`src/rtl/div_share_pkg.sv`:
```
// Shared definitions for the two-requester divider scheduler.
//   state_t        - scheduler FSM states
//   W_DEFAULT      - default operand width
//   DIV0_QUOTIENT  - quotient reported on divide by zero (all ones); kept
//                    32 bits wide and truncated to W at the point of use
package div_share_pkg;

    localparam int W_DEFAULT = 4;

    typedef enum logic [1:0] {
        IDLE = 2'd0,
        LOAD = 2'd1,
        ITER = 2'd2,
        DONE = 2'd3
    } state_t;

    localparam logic [31:0] DIV0_QUOTIENT = '1;

endpackage

```
`src/rtl/div_share_sched_if.sv`:
```
// Requester/scheduler bundle for div_share_sched.
//   master : client side  - drives req0/1, dividend0/1, divisor0/1
//   slave  : scheduler    - drives busy, grant, done0/1, quotient,
//                           remainder, div_by_zero
interface div_share_sched_if
    import div_share_pkg::*;
#(
    parameter int W = W_DEFAULT
) ();

    logic         req0;
    logic [W-1:0] dividend0;
    logic [W-1:0] divisor0;
    logic         req1;
    logic [W-1:0] dividend1;
    logic [W-1:0] divisor1;
    logic         busy;
    logic         grant;
    logic         done0;
    logic         done1;
    logic [W-1:0] quotient;
    logic [W-1:0] remainder;
    logic         div_by_zero;

    modport master (
        output req0, dividend0, divisor0,
        output req1, dividend1, divisor1,
        input  busy, grant, done0, done1, quotient, remainder, div_by_zero
    );

    modport slave (
        input  req0, dividend0, divisor0,
        input  req1, dividend1, divisor1,
        output busy, grant, done0, done1, quotient, remainder, div_by_zero
    );

endinterface

```
`src/rtl/div_restore_step.sv`:
```
// One iteration of restoring division (purely combinational).
//   a_in  : partial remainder, W+1 bits
//   q_in  : dividend/quotient shift register, W bits
//   d_in  : divisor, W bits
//   a_out : partial remainder after the iteration
//   q_out : quotient register after the iteration
module div_restore_step
#(
    parameter int W = 4
) (
    input  logic [W:0]   a_in,
    input  logic [W-1:0] q_in,
    input  logic [W-1:0] d_in,
    output logic [W:0]   a_out,
    output logic [W-1:0] q_out
);

    logic [W:0] a_shift;
    logic [W:0] a_trial;

    always_comb begin
        // {A,Q} << 1: the dividend MSB moves into the partial remainder.
        a_shift = {a_in[W-1:0], q_in[W-1]};
        a_trial = a_shift - {1'b0, d_in};
        // A borrow (sign bit set) means the divisor did not fit: restore.
        if (a_trial[W]) begin
            a_out = a_shift;
            q_out = {q_in[W-2:0], 1'b0};
        end else begin
            a_out = a_trial;
            q_out = {q_in[W-2:0], 1'b1};
        end
    end

endmodule

```
`src/rtl/div_share_sched.sv`:
```
// Round-robin scheduler sharing one iterative restoring divider between two
// requesters with a level-request / done-pulse handshake.
//   clk    : clock
//   reset  : synchronous, active-high
//   bus    : div_share_sched_if.slave - requests/operands in; busy, grant,
//            per-requester done pulses and the shared result registers out
module div_share_sched
    import div_share_pkg::*;
#(
    parameter int W = W_DEFAULT
) (
    input  logic             clk,
    input  logic             reset,
    div_share_sched_if.slave bus
);

    localparam int CNT_W = (W > 1) ? $clog2(W) : 1;

    state_t           state;
    logic [W:0]       a_reg;
    logic [W-1:0]     q_reg;
    logic [W-1:0]     d_reg;
    logic [W:0]       a_next;
    logic [W-1:0]     q_next;
    logic [CNT_W-1:0] cnt;
    logic             last_served;
    logic             pick;
    logic [W-1:0]     sel_dividend;
    logic [W-1:0]     sel_divisor;

    logic             busy_r;
    logic             grant_r;
    logic             done0_r;
    logic             done1_r;
    logic [W-1:0]     quot_r;
    logic [W-1:0]     rem_r;
    logic             dz_r;

    always_comb begin
        // Sole requester wins; on a tie the one not served last wins.
        pick = bus.req1;
        if (bus.req0 && bus.req1) begin
            pick = ~last_served;
        end
        sel_dividend = grant_r ? bus.dividend1 : bus.dividend0;
        sel_divisor  = grant_r ? bus.divisor1  : bus.divisor0;
    end

    div_restore_step #(.W(W)) u_step (
        .a_in  (a_reg),
        .q_in  (q_reg),
        .d_in  (d_reg),
        .a_out (a_next),
        .q_out (q_next)
    );

    // Control: FSM, arbiter, iteration counter and result registers.
    always_ff @(posedge clk) begin
        if (reset) begin
            state       <= IDLE;
            busy_r      <= 1'b0;
            grant_r     <= 1'b0;
            last_served <= 1'b1;
            done0_r     <= 1'b0;
            done1_r     <= 1'b0;
            quot_r      <= '0;
            rem_r       <= '0;
            dz_r        <= 1'b0;
            cnt         <= '0;
        end else begin
            case (state)
                IDLE: begin
                    if (bus.req0 || bus.req1) begin
                        state       <= LOAD;
                        grant_r     <= pick;
                        last_served <= pick;
                        busy_r      <= 1'b1;
                    end
                end
                LOAD: begin
                    cnt <= CNT_W'(W - 1);
                    if (sel_divisor == '0) begin
                        state   <= DONE;
                        quot_r  <= DIV0_QUOTIENT[W-1:0];
                        rem_r   <= sel_dividend;
                        dz_r    <= 1'b1;
                        done0_r <= ~grant_r;
                        done1_r <= grant_r;
                    end else begin
                        state <= ITER;
                    end
                end
                ITER: begin
                    if (cnt == '0) begin
                        // Capture the final iteration's result directly.
                        state   <= DONE;
                        quot_r  <= q_next;
                        rem_r   <= a_next[W-1:0];
                        dz_r    <= 1'b0;
                        done0_r <= ~grant_r;
                        done1_r <= grant_r;
                    end else begin
                        cnt <= cnt - 1'b1;
                    end
                end
                DONE: begin
                    state   <= IDLE;
                    busy_r  <= 1'b0;
                    done0_r <= 1'b0;
                    done1_r <= 1'b0;
                end
                default: state <= IDLE;
            endcase
        end
    end

    // Datapath: operands latched in LOAD, one restoring step per ITER cycle.
    always_ff @(posedge clk) begin
        case (state)
            LOAD: begin
                a_reg <= '0;
                q_reg <= sel_dividend;
                d_reg <= sel_divisor;
            end
            ITER: begin
                a_reg <= a_next;
                q_reg <= q_next;
            end
            default: ;
        endcase
    end

    assign bus.busy        = busy_r;
    assign bus.grant       = grant_r;
    assign bus.done0       = done0_r;
    assign bus.done1       = done1_r;
    assign bus.quotient    = quot_r;
    assign bus.remainder   = rem_r;
    assign bus.div_by_zero = dz_r;

endmodule

```
`src/flat_wrapper.sv`:
```
// flat-port wrapper written by rule: the top's interface ports become plain ports
module div_share_sched_flat import div_share_pkg::*;
#(
    parameter int W = W_DEFAULT
)
  (clk, reset, bus_req0, bus_dividend0, bus_divisor0, bus_req1, bus_dividend1, bus_divisor1, bus_busy, bus_grant, bus_done0, bus_done1, bus_quotient, bus_remainder, bus_div_by_zero);
  div_share_sched_if #(.W(W)) bus_i ();
  input  logic clk;
  input  logic reset;
  input wire logic [$bits(bus_i.req0)-1:0] bus_req0;
  input wire logic [$bits(bus_i.dividend0)-1:0] bus_dividend0;
  input wire logic [$bits(bus_i.divisor0)-1:0] bus_divisor0;
  input wire logic [$bits(bus_i.req1)-1:0] bus_req1;
  input wire logic [$bits(bus_i.dividend1)-1:0] bus_dividend1;
  input wire logic [$bits(bus_i.divisor1)-1:0] bus_divisor1;
  output wire logic [$bits(bus_i.busy)-1:0] bus_busy;
  output wire logic [$bits(bus_i.grant)-1:0] bus_grant;
  output wire logic [$bits(bus_i.done0)-1:0] bus_done0;
  output wire logic [$bits(bus_i.done1)-1:0] bus_done1;
  output wire logic [$bits(bus_i.quotient)-1:0] bus_quotient;
  output wire logic [$bits(bus_i.remainder)-1:0] bus_remainder;
  output wire logic [$bits(bus_i.div_by_zero)-1:0] bus_div_by_zero;
  assign bus_i.req0 = bus_req0;
  assign bus_i.dividend0 = bus_dividend0;
  assign bus_i.divisor0 = bus_divisor0;
  assign bus_i.req1 = bus_req1;
  assign bus_i.dividend1 = bus_dividend1;
  assign bus_i.divisor1 = bus_divisor1;
  assign bus_busy = bus_i.busy;
  assign bus_grant = bus_i.grant;
  assign bus_done0 = bus_i.done0;
  assign bus_done1 = bus_i.done1;
  assign bus_quotient = bus_i.quotient;
  assign bus_remainder = bus_i.remainder;
  assign bus_div_by_zero = bus_i.div_by_zero;
  div_share_sched #(.W(W)) u_core (.clk(clk), .reset(reset), .bus(bus_i));
endmodule
```
`config.mk`:
```
export PLATFORM = sky130hd
export DESIGN_NAME = div_share_sched_flat
export DESIGN_NICKNAME = d
export VERILOG_FILES = /design/src/rtl/div_share_pkg.sv /design/src/rtl/div_share_sched_if.sv /design/src/rtl/div_restore_step.sv /design/src/rtl/div_share_sched.sv /design/src/flat_wrapper.sv
export SDC_FILE = /design/constraint.sdc
export NUM_CORES = 1
export LEC_CHECK = 0
export ABC_AREA = 1
export CORE_ASPECT_RATIO = 0.9
export CORE_MARGIN = 2
export CORE_UTILIZATION = 40
export CTS_BUF_LIST = sky130_fd_sc_hd__clkbuf_4
export CTS_CLUSTER_DIAMETER = 150
export DETAILED_ROUTE_END_ITERATION = 8
export PLACE_DENSITY = 0.71
export SLEW_MARGIN = 10
export SYNTH_ARGS = -nofsm -noshare
export SYNTH_HDL_FRONTEND = slang
export SYNTH_SLANG_ARGS = --single-unit
```
`constraint.sdc`:
```
create_clock -name clk -period 2.9 [get_ports clk]
set_input_delay 0.29 -clock clk [delete_from_list [all_inputs] [get_ports clk]]
set_output_delay 0.29 -clock clk [all_outputs]
set_load 0.02 [all_outputs]
```
==> results of run 1 <==
synth_stat cells:
| cell type | n | area, um2 |
|---|---|---|
| nand2_1 | 54 | 203 |
| inv_1 | 30 | 113 |
| nor2_1 | 27 | 101 |
| nand3_1 | 19 | 95.1 |
| dfxtp_1 | 18 | 360 |
| edfxtp_1 | 12 | 360 |
| o21ai_0 | 11 | 55.1 |
| ha_1 | 9 | 113 |
| a21oi_1 | 8 | 40.0 |
| nand2_2 | 7 | 43.8 |
| nand4_1 | 6 | 37.5 |
| a221oi_1 | 2 | 17.5 |
| buf_4 | 2 | 15.0 |
| buf_6 | 2 | 22.5 |
| clkbuf_1 | 2 | 7.51 |
| nor2_2 | 2 | 12.5 |
| fa_1 | 1 | 20.0 |
| inv_2 | 1 | 3.75 |
| nand2_4 | 1 | 11.3 |
| nand3_4 | 1 | 17.5 |
| nand3b_1 | 1 | 7.51 |
| or2_2 | 1 | 6.26 |
| xor2_1 | 1 | 8.76 |
kinds of logic (layout without fill, tap and decap cells):
family | Yosys count | count (layout)
flops | 30 | 30
xor+xnor | 1 | 1
simple gates | 119 | 119
compound gates | 21 | 21
buf+inv | 37 | 71
fa+ha+maj | 10 | 10
through the flow:
stage          std cells  util (%)
6_report             300      50.8
4_1_cts              300      50.8
5_1_grt              300      50.8
3_3_place_gp         292      49.6
3_5_place_dp         292      49.6
2_1_floorplan        218         -
final cells by class:
class / instances / area [um2]
fillers: 397 / 1990
multi-input cells: 151 / 790
flip-flops and latches: 30 / 721
repair buffers: 32 / 320
inverters: 31 / 116
well taps: 48 / 60.1
clock buffers: 5 / 37.5
clock inverters: 3 / 11.3
cell usage in the layout, fill, tap and decap left out, types with 5 or more instances in the layout:
master	instances
a21oi_1	8
nand2_1	54
nand2_2	7
inv_1	30
nor2_1	27
dfxtp_1	18
edfxtp_1	12
nand3_1	19
o21ai_0	11
clkdlybuf4s50_1	32
clkbuf_4	5
ha_1	9
nand4_1	6
worst reg2reg max path: stages, from the launching register on:
cell and delay (ps):
dfxtp_1 400, inv_1 80, ha_1 400, inv_1 200, nor2_1 70, inv_1 280, nand2_1 140, o21ai_0 180
a21oi_1 90
per-layer routing:
metal	wire length, um	vias up	share of wire (%)
met5	0	-	0
met3	130	7	3.7
met2	1660	25	47
li1	-	763	-
met4	57	0	1.6
met1	1650	657	47
worst max-delay path by stage:
stage                           from                 endpoint  slack [ps]  depth (start not counted)
detailed placement   u_core.state[0]          u_core.state[0]         960                          8
finish              u_core.bus.grant                bus_grant         910                          1
CTS                 u_core.bus.grant                bus_grant         890                          1
global placement     u_core.q_reg[3]  u_core.bus.remainder[1]        1030                         12
global route         u_core.state[0]          u_core.state[0]         710                          8
floorplan            u_core.q_reg[3]          u_core.a_reg[3]        1220                         10
report_power, final:
| group | internal [mW] | switching [mW] |
|---|---|---|
| Sequential | 0.660 | 0.102 |
| Clock | 0.0862 | 0.145 |
| Combinational | 0.448 | 0.730 |
==> impl_results.md, run 1 <==
- Outcome: complete, no violations
- Fin crit period: between 1500 and 2000 ps
- Pleak: 0.939 nW
- Tightest Pin Transition: around 550 ps
- Via/cell ratio: just under 5
- Post-synthesis sequential area ratio: 43.1%
- Crit path cell chain: clkdlybuf4s50_1
- Gpl congestion: between 0.8 and 0.9
- Syn Std Cell Area: 1670 um2
- Die height: 65.3 um
- Final setup fails: 0
- Crit path max-delay cell type: clkdlybuf4s50_1
- Post-synth net total: roughly 250
- Worst setup SP type: register
- Critical path endpoint category: primary output
- Largest family of logic cells by synthesized area: simple AND/OR/NAND/NOR gates
- Cell family with most CP delay: buffers and inverters
- Hold Fails Final Rpt: 0
- CTS root buffer: clkbuf_4
- Area grow syn2layout: 23.0%
- Pre-CTS setup slack: 962 ps
- Slew headroom: roughly 63%
- Buffers and inverters on the worst path: 1
- Share of cells above drive strength 1: approximately 7%
- Crit Path Max Fanout: 12
- Max Buffers Root-to-Sink: 2
- Met1 GRT Util: 21.4%
- Post-DRT Antenna Nets: 0
- Worst hold endpoint: u_core.bus.quotient[0]
- DRC errors left: 0
- PwrDens: 1060 nW/um2
- Post-CTS Resized: 0
- Post-Synth Adder-Cell Area: between 7 and 8%
- Worst EP arrival: 1700 ps
- Setup TNS: 0 ps
- Fmax: ~500 MHz
- Peak VDD IR: roughly 0.49 mV
- Unrepaired setup endpoints after global routing: false
- Clock Sink Count: 30
- Post-synthesis simple-gate area fraction: between 30% and 40%
- #FFs+latches synth: 30
- Nets: ~280
- Compound-cell area share of the yosys netlist: ~6.7%
- Worst min path class: register to register
- Hold Buf Count CTS: 0
- Initial core utilization: 41.3%
- Clk_skew: ~14 ps
- Core area: around 4000 um2
- Worst path max stage delay: between 700 and 800 ps
- CTS buffer count: 5
- Via count: between 1000 and 1500
- Total Routing Usage GR: 16.7%
- Synth cell types: 23
- Syn Area/Cell: around 7.7 um2
- CTS tree: done
- FF-to-FF Start: u_core.state[0]
- Global-route wire length before repair: roughly 6 mm
- Gr busiest metal: met2
- Synth Instances: roughly 220
- Worst hold stages: 2
- Die ar.: 4710 um2
- Design Area, Final: 2060 um2
- Final WS setup: 906 ps
- Average wire per standard cell: 11.6 um
- Largest net degree at the start of global routing: 18
- RR Endpoint: u_core.state[0]
- Grt total ovfl: 0
- Yosys Warn Count: 0
- Clock Pin Slew Worst Setup and Hold Paths: roughly 90 ps
- FP Rows: 22
- Number of port buffers: 32
- Initial antenna violation count: 0
- DP Area: ~2000 um2
- Maxcap violations: 0
- Slew Limit Fails: 0
- Vias in the first global route: about 1400
- CTS H-tree depth: 2
- Worst min-delay path startpoint: u_core.bus.quotient[0]
- Mux contribution to synthesized area: 0%
- R2R cell count: 8
- Met3 usage: under 10%
- Num ports: 33
- Minimum hold slack: 449 ps
- Post-DP HPWL: around 2.7 mm
- Die W: ~72 um
- R2R setup slack: about 950 ps
- Critical path type: register to primary output
- Met2 usage: between 20% and 30%
- Initial drt markers: roughly 100
- Post-Synth XOR/XNOR Area: less than 1%
- DRT Pass-1 Iters: 4
- Crit path required time: 2610 ps
- Setup Fix Bufs, Post-CTS: 0
- Final period util: a little under 70%
- Final WL: 3.49 mm
- Number of diodes: 0
- PnR Total Power: 2.17 mW
- Clock latency on the worst-skew pair: around 340 ps
Note: power is estimated with default switching activity, not from simulation.
==> run 2, diff against run 1 <==
Settings changed: PLACE_DENSITY 0.71 to 0.74.
Clock period 2.9 ns to 1.7 ns, I/O delays scaled along.
==> impl_results.md, run 2 (same netlist as run 1, synthesis figures left out) <==
- Final period util: 103%
- CTS root buffer: clkbuf_4
- Share of cells above drive strength 1: 17.8% (+11 points)
- Layout filler cell count: 400 (+0.76%)
- DP Area: 2080 um2 (+3.7%)
- Number of diodes: 0 (unchanged)
- Initial drt markers: 61 (-41%)
- Peak VDD IR: 0.815 mV (+66%)
- Dpl cells: 302 (+3.4%)
- CTS H-tree depth: 2 (unchanged)
- Unrepaired setup endpoints after global routing: true
- Final setup fails: 7 (+7)
- Commonest non-fill, non-tap cell in the layout: nand2_1
- Nets: 293 (+4.3%)
- Number of port buffers: 32 (unchanged)
- Slew Limit Fails: 0 (unchanged)
- Worst EP arrival: 1840 ps (+140 ps)
- Die W: 72.1 um (unchanged)
- Global-route wire length before repair: 6.04 mm (-0.46%)
- Average wire per standard cell: 12.0 um (+2.8%)
- Fin crit period: approximately 1700 ps
- Clk_skew: 10.3 ps (-3.57 ps)
- Crit Path Max Fanout: 3 (-9)
- Via/cell ratio: 4.87 (+0.52%)
- Tightest Pin Transition: 381 ps (-170 ps)
- Critical path type: register to register
- Post-DP HPWL: 2.70 mm (+1.3%)
- Grt total ovfl: 0 (unchanged)
- Clock latency on the worst-skew pair: 340 ps (about the same)
- Final WS setup: -44.5 ps (-950 ps)
- DRT Pass-1 Iters: 4 (unchanged)
- Clock Sink Count: 30 (unchanged)
- Largest net degree at the start of global routing: 17 (-1)
- Final WL: 3.74 mm (+7.0%)
- Failing checks: negative setup slack
- Pleak: 1.02 nW (+8.4%)
- Maxcap violations: 0 (unchanged)
- Outcome: finished with violations
- PwrDens: 1830 nW/um2 (+74%)
- DRC errors left: 0 (unchanged)
- Design Area, Final: 2210 um2 (+7.7%)
- CTS buffer count: 5 (unchanged)
- Worst setup SP type: register
- Die ar.: 4710 um2 (unchanged)
- Worst min path class: register to register
- Area grow syn2layout: 32.5%
- Post-DRT Antenna Nets: 0 (unchanged)
- Fmax: ~570 MHz
- Critical path endpoint category: register
- Max Buffers Root-to-Sink: 2 (unchanged)
- Initial core utilization: 41.3% (unchanged)
- Setup TNS: -207 ps (-207 ps)
- Slew headroom: 74.6% (+11 points)
- Clock Pin Slew Worst Setup and Hold Paths: 90 ps (about the same)
- Num ports: 33 (unchanged)
- Crit path required time: 1790 ps (-820 ps)
- R2R setup slack: -40 ps (-990 ps)
- Die height: 65.3 um (unchanged)
- Total Routing Usage GR: 17.1% (+0.38 points)
- Via count: 1518 (+4.5%)
- Most frequent cells in the layout: 49 x nand2_1, 31 x clkdlybuf4s50_1, 29 x inv_1, 26 x nor2_1, 18 x dfxtp_1
- Gpl congestion: 0.815 (+1.7%)
- Vias in the first global route: 1391 (-1.3%)
- Core area: 4050 um2 (unchanged)
- Initial antenna violation count: 0 (unchanged)
- CTS tree: done
- FP Rows: 22 (unchanged)
- Hold Fails Final Rpt: 0 (unchanged)
- Finished Layout Cells: 312 (+4.0%)
## run 2: changes by cell type in the layout (fill, tap and decap cells not counted), moves of 4 or more
cell     previous run  this run
nand2_2             7        11
nand3_1            19        11
nand2_1            54        49
nand3_2             0         8
buf_4               0        12
## run 2: layout make-up
type | instances | area [um2] | share of cell area (%)
inverter | 31 | 116 | 5.25
clock buffer | 5 | 37.5 | 1.69
timing repair buffer | 44 | 413 | 18.6
multi-input combinational | 151 | 856 | 38.6
tap | 48 | 60.1 | 2.71
clock inverter | 3 | 11.3 | 0.508
sequential | 30 | 721 | 32.5
## run 2: report_power, final
part,switching (mW),total [mW],internal (mW)
combinational,1.42,2.37,0.954
sequential,0.166,1.29,1.13
clock,0.253,0.400,0.147
total,1.83,4.06,2.23
## run 2: layer usage
| metal | global-route usage [%] | share of wire, % | vias to the layer above |
|---|---|---|---|
| li1 | - | - | 786 |
| met3 | 5.52 | 5.0 | 7 |
| met1 | 19.8 | 43 | 692 |
| met5 | 0 | 0 | - |
| met2 | 29.2 | 50 | 33 |
| met4 | 6.37 | 1.7 | 0 |
## run 2: worst paths after layout
check             depth (start not counted)                      to                   start
setup / recovery                          8         u_core.a_reg[2]         u_core.q_reg[3]
hold / removal                            2  u_core.bus.quotient[0]  u_core.bus.quotient[0]
setup reg to reg                          8         u_core.a_reg[2]         u_core.q_reg[3]
hold reg to reg                           2  u_core.bus.quotient[0]  u_core.bus.quotient[0]
## run 2: per-stage QoR
| stage | hold slack, ps | power, mW | util [%] | setup WS, ps |
|---|---|---|---|---|
| after global routing | 489 | 4.40 | 54.7 | -122 |
| after detailed placement | 438 | 3.45 | 51.5 | -120 |
| after global placement | 433 | 3.38 | 51.5 | -77.5 |
| after CTS | 449 | 3.99 | 53.9 | -14.2 |
| after floorplan | 352 | 2.73 | - | 15.3 |
| final | 473 | 4.06 | 54.7 | -44.5 |
## run 2: what timing repair did
| item | CTS | global route |
|---|---|---|
| pin swaps | 7 | 7 |
| gates resized for setup | 11 | 8 |
| hold buffers | 0 | 0 |
| endpoints found under the setup margin | 10 | 11 |
| buffers inserted | 1 | 1 |
## run 2: critical path: stages, from the launching register on
cell	delay, ps
edfxtp_1	400
inv_1	70
ha_1	140
inv_2	40
fa_2	370
buf_4	150
xor2_1	150
nand3_1	110
nand2_2	60
